## src/rtl/pir_alarm_controller.sv

```systemverilog
// pir_alarm_controller
// Motion alarm sequencer for the PIR buzzer path: synchronizes and debounces
// the raw sensor input, gates it with ARM, and drives a pulsed buzzer pattern
// of fixed length followed by a hold-off before re-arming. Also keeps a
// saturating count of alarm events.
module pir_alarm_controller #(
    parameter int unsigned DEBOUNCE_CYC = 4,
    parameter int unsigned ALARM_CYC    = 16,
    parameter int unsigned BEEP_HALF    = 2,
    parameter int unsigned HOLDOFF_CYC  = 8,
    parameter int unsigned CNT_W        = 16
) (
    input  logic       CLK,
    input  logic       RST,
    input  logic       ARM,
    input  logic       ACK,
    input  logic       PIR_IN,
    output logic       BUZZER,
    output logic       ALARM_ACTIVE,
    output logic [1:0] STATE,
    output logic [7:0] EVENT_CNT
);

    typedef enum logic [1:0] {
        ST_DISARMED = 2'd0,
        ST_ARMED    = 2'd1,
        ST_ALARM    = 2'd2,
        ST_HOLDOFF  = 2'd3
    } state_t;

    localparam logic [CNT_W-1:0] CNT_ONE   = CNT_W'(1);
    localparam logic [CNT_W-1:0] DEB_MAX   = CNT_W'(DEBOUNCE_CYC);
    localparam logic [CNT_W-1:0] ALM_LAST  = CNT_W'(ALARM_CYC - 1);
    localparam logic [CNT_W-1:0] BEEP_LAST = CNT_W'(BEEP_HALF - 1);
    localparam logic [CNT_W-1:0] HOLD_LAST = CNT_W'(HOLDOFF_CYC - 1);
    localparam logic [7:0]       EVT_MAX   = 8'hFF;

    // Input synchronizer and debounce
    logic             s1_q;
    logic             s2_q;
    logic [CNT_W-1:0] deb_q;
    logic [CNT_W-1:0] deb_d;
    logic             motion;

    // Alarm state machine
    state_t           state_q;
    logic [CNT_W-1:0] tmr_q;
    logic [CNT_W-1:0] beep_q;
    logic             buzzer_q;
    logic             alarm_q;
    logic [7:0]       evt_q;
    logic [7:0]       evt_d;

    // Two-flop synchronizer for the asynchronous sensor pin
    always_ff @(posedge CLK or posedge RST) begin
        if (RST) begin
            s1_q <= 1'b0;
            s2_q <= 1'b0;
        end else begin
            s1_q <= PIR_IN;
            s2_q <= s1_q;
        end
    end

    // Debounce next value: clear on a low sample, otherwise count up and hold at the threshold
    always_comb begin
        deb_d = deb_q;
        if (!s2_q) begin
            deb_d = '0;
        end else if (deb_q != DEB_MAX) begin
            deb_d = deb_q + CNT_ONE;
        end
    end

    // Debounce counter register
    always_ff @(posedge CLK or posedge RST) begin
        if (RST) begin
            deb_q <= '0;
        end else begin
            deb_q <= deb_d;
        end
    end

    assign motion = (deb_q == DEB_MAX);

    // Saturating event count next value
    always_comb begin
        evt_d = evt_q;
        if (evt_q != EVT_MAX) begin
            evt_d = evt_q + 8'd1;
        end
    end

    // Alarm FSM with registered buzzer/alarm outputs; priority ARM=0 > ACK > expiry > motion
    always_ff @(posedge CLK or posedge RST) begin
        if (RST) begin
            state_q  <= ST_DISARMED;
            tmr_q    <= '0;
            beep_q   <= '0;
            buzzer_q <= 1'b0;
            alarm_q  <= 1'b0;
            evt_q    <= '0;
        end else begin
            case (state_q)
                ST_DISARMED: begin
                    buzzer_q <= 1'b0;
                    alarm_q  <= 1'b0;
                    tmr_q    <= '0;
                    beep_q   <= '0;
                    if (ARM) begin
                        state_q <= ST_ARMED;
                    end
                end

                ST_ARMED: begin
                    tmr_q  <= '0;
                    beep_q <= '0;
                    if (!ARM) begin
                        state_q  <= ST_DISARMED;
                        buzzer_q <= 1'b0;
                        alarm_q  <= 1'b0;
                    end else if (motion) begin
                        state_q  <= ST_ALARM;
                        buzzer_q <= 1'b1;
                        alarm_q  <= 1'b1;
                        evt_q    <= evt_d;
                    end
                end

                ST_ALARM: begin
                    if (!ARM) begin
                        state_q  <= ST_DISARMED;
                        buzzer_q <= 1'b0;
                        alarm_q  <= 1'b0;
                        tmr_q    <= '0;
                        beep_q   <= '0;
                    end else if (ACK || (tmr_q == ALM_LAST)) begin
                        state_q  <= ST_HOLDOFF;
                        buzzer_q <= 1'b0;
                        alarm_q  <= 1'b0;
                        tmr_q    <= '0;
                        beep_q   <= '0;
                    end else begin
                        tmr_q <= tmr_q + CNT_ONE;
                        if (beep_q == BEEP_LAST) begin
                            buzzer_q <= ~buzzer_q;
                            beep_q   <= '0;
                        end else begin
                            beep_q <= beep_q + CNT_ONE;
                        end
                    end
                end

                ST_HOLDOFF: begin
                    buzzer_q <= 1'b0;
                    alarm_q  <= 1'b0;
                    beep_q   <= '0;
                    if (!ARM) begin
                        state_q <= ST_DISARMED;
                        tmr_q   <= '0;
                    end else if (tmr_q == HOLD_LAST) begin
                        state_q <= ST_ARMED;
                        tmr_q   <= '0;
                    end else begin
                        tmr_q <= tmr_q + CNT_ONE;
                    end
                end

                default: begin
                    state_q  <= ST_DISARMED;
                    buzzer_q <= 1'b0;
                    alarm_q  <= 1'b0;
                    tmr_q    <= '0;
                    beep_q   <= '0;
                end
            endcase
        end
    end

    assign STATE        = state_q;
    assign BUZZER       = buzzer_q;
    assign ALARM_ACTIVE = alarm_q;
    assign EVENT_CNT    = evt_q;

endmodule

```

## config.mk

```make
export PLATFORM = sky130hd
export DESIGN_NAME = pir_alarm_controller
export DESIGN_NICKNAME = d
export VERILOG_FILES = /design/src/rtl/pir_alarm_controller.sv
export SDC_FILE = /design/constraint.sdc
export NUM_CORES = 1
export LEC_CHECK = 0
export ABC_AREA = 0
export CAP_MARGIN = 5
export CORE_ASPECT_RATIO = 0.7
export CORE_MARGIN = 5
export CORE_UTILIZATION = 55
export CTS_BUF_LIST = sky130_fd_sc_hd__clkbuf_8
export CTS_CLUSTER_SIZE = 14
export DETAILED_ROUTE_END_ITERATION = 10
export GPL_TIMING_DRIVEN = 0
export MAX_ROUTING_LAYER = met4
export PLACE_DENSITY = 0.86
export SLEW_MARGIN = 20
export SYNTH_ARGS = -nofsm -noshare
export SYNTH_HDL_FRONTEND = slang
export SYNTH_SLANG_ARGS = --single-unit
```

## constraint.sdc

```tcl
create_clock -name CLK -period 2 [get_ports CLK]
set_input_delay 0.4 -clock CLK [delete_from_list [all_inputs] [get_ports CLK]]
set_output_delay 0.4 -clock CLK [all_outputs]
set_load 0.03 [all_outputs]
```

### Yosys cells after proc, flatten, opt, wreduce, memory -nomap -nowiden

Index checks and enable logic that the tools add are counted.

| word-level totals | value |
|---|---|
| word-level logic and storage cells | 66 |
| input port bits | 5 |
| RAM bits | 0 |
| memories kept | 0 |
| register bits after elaboration | 62 |
| output and inout bits | 12 |
| bits in read-only memories | 0 |
| latch bits | 0 |

| cells by class | value |
|---|---|
| $mul | 0 |
| add/sub/neg operators | 4 |
| muxes and demuxes | 28 |
| divide/modulo/power cells | 0 |
| reductions and logical operators | 9 |
| shifts and indexed selects | 0 |
| magnitude comparators | 0 |
| bitwise logic cells | 1 |
| eq/ne operators | 15 |

Operator list:

| cell | count |
|---|---|
| 16-bit two-way mux | 9 |
| 16-bit by 1-bit adder with 16-bit output, second input constant | 3 |
| 16-bit one-hot mux with 3 select lines | 1 |
| 16-bit by 3-bit equality test with 1-bit output, second input constant | 2 |
| 16-bit one-hot mux with 2 select lines | 1 |
| 16-bit by 1-bit equality test with 1-bit output, second input constant | 1 |
| 16-bit by 4-bit equality test with 1-bit output, second input constant | 1 |
| 16-bit by 3-bit inequality test with 1-bit output, second input constant | 1 |
| 2-bit two-way mux | 7 |
| 3-bit inequality test, second input constant | 3 |
| 8-bit by 1-bit adder with 8-bit output, second input constant | 1 |
| 8-bit inequality test, second input constant | 1 |
| 2-bit one-hot mux with 4 select lines | 1 |
| 4-bit AND reduction | 2 |
| 1-bit two-way mux | 7 |
| 1-bit one-hot mux with 3 select lines | 2 |
| 2-bit equality test, second input constant | 2 |
| 4-bit inequality test, second input constant | 1 |
| 2-bit AND reduction | 2 |
| 2-bit OR reduction | 2 |
| 3-bit OR reduction | 1 |
| 2-bit by 1-bit equality test with 1-bit output, second input constant | 1 |
| 2-bit zero test | 1 |
| 2-bit by 1-bit inequality test with 1-bit output, second input constant | 1 |
| 3 further kinds | 3 |

### Longest topological paths before layout

| logic depth | value |
|---|---|
| depth in word-level cells | 5 |
| depth in mapped cells | 7 |

### Worst setup path after synthesis

OpenSTA, ideal clock, no wires.

| timing path | value |
|---|---|
| path type | reg2reg |
| start point | register deb_q[0] |
| end point | register evt_q[1] (netlist: EVENT_CNT[1]) |
| stages on the path, launching flop included | 7 |
| data arrival time | 1686 ps |
| slack | 187 ps |
| cell sequence | dfrtp_1 > inv_1 > ha_1 > nor4b_2 > nand4_2 > nor3_4 > mux2_1 |

| between the ends | value |
|---|---|
| longest elaborated chain between the ends | 2 |

RTL lines:

| item | RTL line | source |
|---|---|---|
| from (decl) | 41 | `logic [CNT_W-1:0] deb_q;` |
| from (signal assigned) | 78 | `deb_q <= '0;` |
| from (signal assigned) | 80 | `deb_q <= deb_d;` |
| 16-bit by 3-bit equality test with 1-bit output | 84 | `assign motion = (deb_q == DEB_MAX);` |
| 4-bit AND reduction (no line) | n/a |  |
| to (signal assigned) | 126 | `evt_q <= evt_d;` |
| to (decl) | 51 | `logic [7:0] evt_q;` |

Every way passes these cells.
A chain may end at the register's enable or synchronous reset.

### Worst setup path in the final report

| timing path | value |
|---|---|
| start point | register evt_q[4] (netlist: EVENT_CNT[4]) |
| end point | output EVENT_CNT[4] |

RTL lines:

| item | RTL line | source |
|---|---|---|
| to (decl) | 21 | `output logic [7:0] EVENT_CNT` |

No word-level cell between the ends.

==> run_results.csv <==
group,metric,value,unit
synthesis,syn_inst,320,
clock_network,max-clock-path-buffers,2,
timing,period_share,97.2,%
clock_network,cts_inserted_buffers,9,
final_layout,drive_gt1_share,12.8,%
worst_hold_path,hold_class,"in2async",
floorplanning,io_pins,17,
grt,grt_overflow_total,0,
clock_network,root_buffer,"clkbuf_8",
clock_network,htree_levels,3,
pwr,power,2.69,mW
grt,track_usage,21.1,%
floorplanning,num_rows,23,
synthesis,syn_area_per_cell,10.1,µm²
grt,first_global_vias,2473,
pwr,power.leakage,1.58,nW
timing,finClkSkew,0.0116,ns
floorplanning,die_x,102,µm
grt,antenna_found_initial,0,
detailed_routing,avgViaCountPerCell,5.90,
critical_path,path_class,"reg2out",
placed_design,hpwl,4690,µm
synthesis,synth_edf_count,0,
detailed_routing,drc_errors,0,
critical_path,path_max_fanout,7,
critical_path,cp_slowest_cell,"clkdlybuf4s50_1",
clock_network,clock-sinks,62,
synthesis,synth_seq_cells,62,
detailed_routing,routedWlPerCell,16.1,µm
critical_path,crit_chain,"clkdlybuf4s50_1",
placed_design,routabilityCongestion,0.905,
clock_network,clk_latency,0.34,ns
detailed_routing,firstDrtPassIters,5,
timing,worstMarginPinSlew,0.435,ns
clock_network,clk_pin_slew,0.08,ns
synthesis,yosys_warnings,0,
pwr,vdd_ir_drop_max,0.000380,V
status,status,"finished clean",
timing,setup_violations,0,
grt,grt_max_degree,47,
synthesis,syn_area,0.00322,mm²
timing,fmax,0.514,GHz
detailed_routing,initialDrtViolationCount,186,
detailed_routing,vias,2568,
final_layout,antenna_cells,0,
clock_network,cts_tree,"yes",
clock_network,hold_buffers,0,
critical_path,crit_path_max_incr_delay,0.73,ns
synthesis,synth_flop_cell,"dfrtp_1",
synthesis,ys_types,46,
final_layout,instances_no_fill,435,
critical_path,start_kind,"flop",
floorplanning,start_util,56.6,%
timing,relSlewSlack,70.8,%
critical_path,arrival,1.54,ns
final_layout,fin_util,67.1,%
critical_path,setup.worst_path.end_class,"primary output",
synthesis,ys_seq_area_share,48.1,%
timing,hold_viol_final,0,
synthesis,synth_fp_nets,332,
final_layout,nFillCells,438,
critical_path,cp.buffers_inverters,1,
placed_design,placedCellCount,412,
floorplanning,die_area,0.00752,mm²
synthesis,async_flop_share,100,%
pwr,power_density,704,mW/mm²
timing,maxSlewViolCount,0,
final_layout,area_growth_syn_to_layout,18.6,%
floorplanning,core-area,0.00570,mm²
detailed_routing,ant_nets,0,
timing,period_needed,1.94,ns
final_layout,nets,367,
detailed_routing,wirelength,6990,µm
flow_run,cap_violations,0,
critical_path,cp.required,1.60,ns
floorplanning,die_h,74.1,µm
grt,grt_pass1_wl,12000,µm
critical_path,cp_top_family,"buffers and inverters",
placed_design,port_buffers,16,
[registers in the layout, indices dropped and copies added (netlist names)]
| signal | flops |
|---|---|
| deb_q | 16 |
| s2_q | 1 |
| EVENT_CNT | 8 |
| STATE | 2 |
| s1_q | 1 |
| BUZZER | 1 |
| ALARM_ACTIVE | 1 |
| tmr_q | 16 |
| beep_q | 16 |
[synthesized netlist by cell type (4+ instances only)]
master    instances  share of area [%]
or3_1             7                1.4
inv_1            10                1.2
ha_1              7                2.7
xor2_1           17                4.6
a31oi_1           4               0.78
nand4_1          16                3.1
and2_1           11                2.1
nand2_1          20                2.3
nor3_1            8                1.2
nand3_1          22                3.4
clkbuf_1          4               0.47
nor4_1           12                2.3
a21boi_0          6                1.4
xnor2_1          19                5.2
nor2_1           29                3.4
o21ai_0           6               0.93
dfrtp_1          62                 48
a21oi_1           9                1.4
and3_1            7                1.4
and4_1            5                1.4
[cell usage in the layout (no fill, tap or decap), types with 4 or more instances in the layout]
master,instances
nor3_1,7
buf_4,9
a21oi_1,9
a21boi_0,6
and4_1,5
nor4_1,11
nand4_1,16
nor2_1,29
and2_1,11
xnor2_1,19
xor2_1,17
and3_1,7
a31oi_1,4
or3_1,7
dfrtp_1,62
nand3_1,21
nand2_1,20
inv_1,9
o21ai_0,6
clkdlybuf4s50_1,14
ha_1,7
clkbuf_8,11
[logic make-up (layout without fill, tap and decap cells)]
group | after synthesis | count (layout) | share of synthesized area (%)
adder cells (fa/ha/maj) | 7 | 7 | 2.72
multiplexers | 2 | 2 | 0.698
AND/OR/NAND/NOR | 160 | 160 | 28.7
buffers and inverters | 17 | 57 | 2.37
XOR/XNOR | 36 | 36 | 9.78
flip-flops | 62 | 62 | 48.1
AO/OA/AOI/OAI | 36 | 36 | 7.61
[path summary, 6_finish.rpt]
path                              start            to  slack, ns  cells past startpoint
setup / recovery           EVENT_CNT[4]  EVENT_CNT[4]       0.06                      1
hold / removal                      RST     beep_q[9]       0.34                      2
setup reg to reg               deb_q[5]  EVENT_CNT[1]       0.10                      4
hold reg to reg                    s1_q          s2_q       0.36                      0
max in group asynchronous           RST  ALARM_ACTIVE       1.18                      3
min in group CLK                   s1_q          s2_q       0.36                      0
[layer usage]
metal | part of all wire (%) | wire (µm) | GRT usage (%) | vias up
met4 | 1.3 | 90 | 6.78 | 0
met3 | 5.1 | 359 | 6.00 | 12
met1 | 47 | 3290 | 27.9 | 1260
met2 | 47 | 3250 | 31.6 | 68
met5 | 0 | 0 | - | -
li1 | - | - | - | 1228
[report_power, final]
part	internal (mW)	switching [mW]	total, mW	leakage (nW)
logic	0.100	0.128	0.228	0.613
clock network	0.643	0.503	1.15	0.107
registers	1.28	0.0364	1.32	0.855
total	2.02	0.667	2.69	1.58
[timing repair]
action,CTS,global route
buffers inserted,1,7
pin swaps,3,1
setup endpoints to repair,22,28
resized for setup,2,8
[stage by stage]
| stage | setup WS (ns) | TNS, ns | instance area [µm²] | hold slack [ns] |
|---|---|---|---|---|
| CTS | 0.0441 | 0 | 3740 | 0.328 |
| floorplan | 0.0586 | 0 | 3220 | 0.331 |
| global route | -0.00520 | -0.00520 | 3820 | 0.339 |
| detailed placement | -0.160 | -1.67 | 3510 | 0.336 |
| finish | 0.0557 | 0 | 3820 | 0.336 |
| global placement | -0.961 | -60.74 | 3480 | 0.333 |
[final cells by class]
| class | instances | area (µm²) | area share, % |
|---|---|---|---|
| well taps | 75 | 93.8 | 2.45 |
| multi-input cells | 241 | 1640 | 42.9 |
| flip-flops and latches | 62 | 1550 | 40.6 |
| repair buffers | 25 | 253 | 6.61 |
| clock buffers | 11 | 151 | 3.96 |
| clock inverters | 5 | 58.8 | 1.54 |
| inverters | 10 | 40.0 | 1.05 |
| plain buffers | 6 | 35.0 | 0.916 |
No activity file was read; power rests on OpenSTA's default activity.
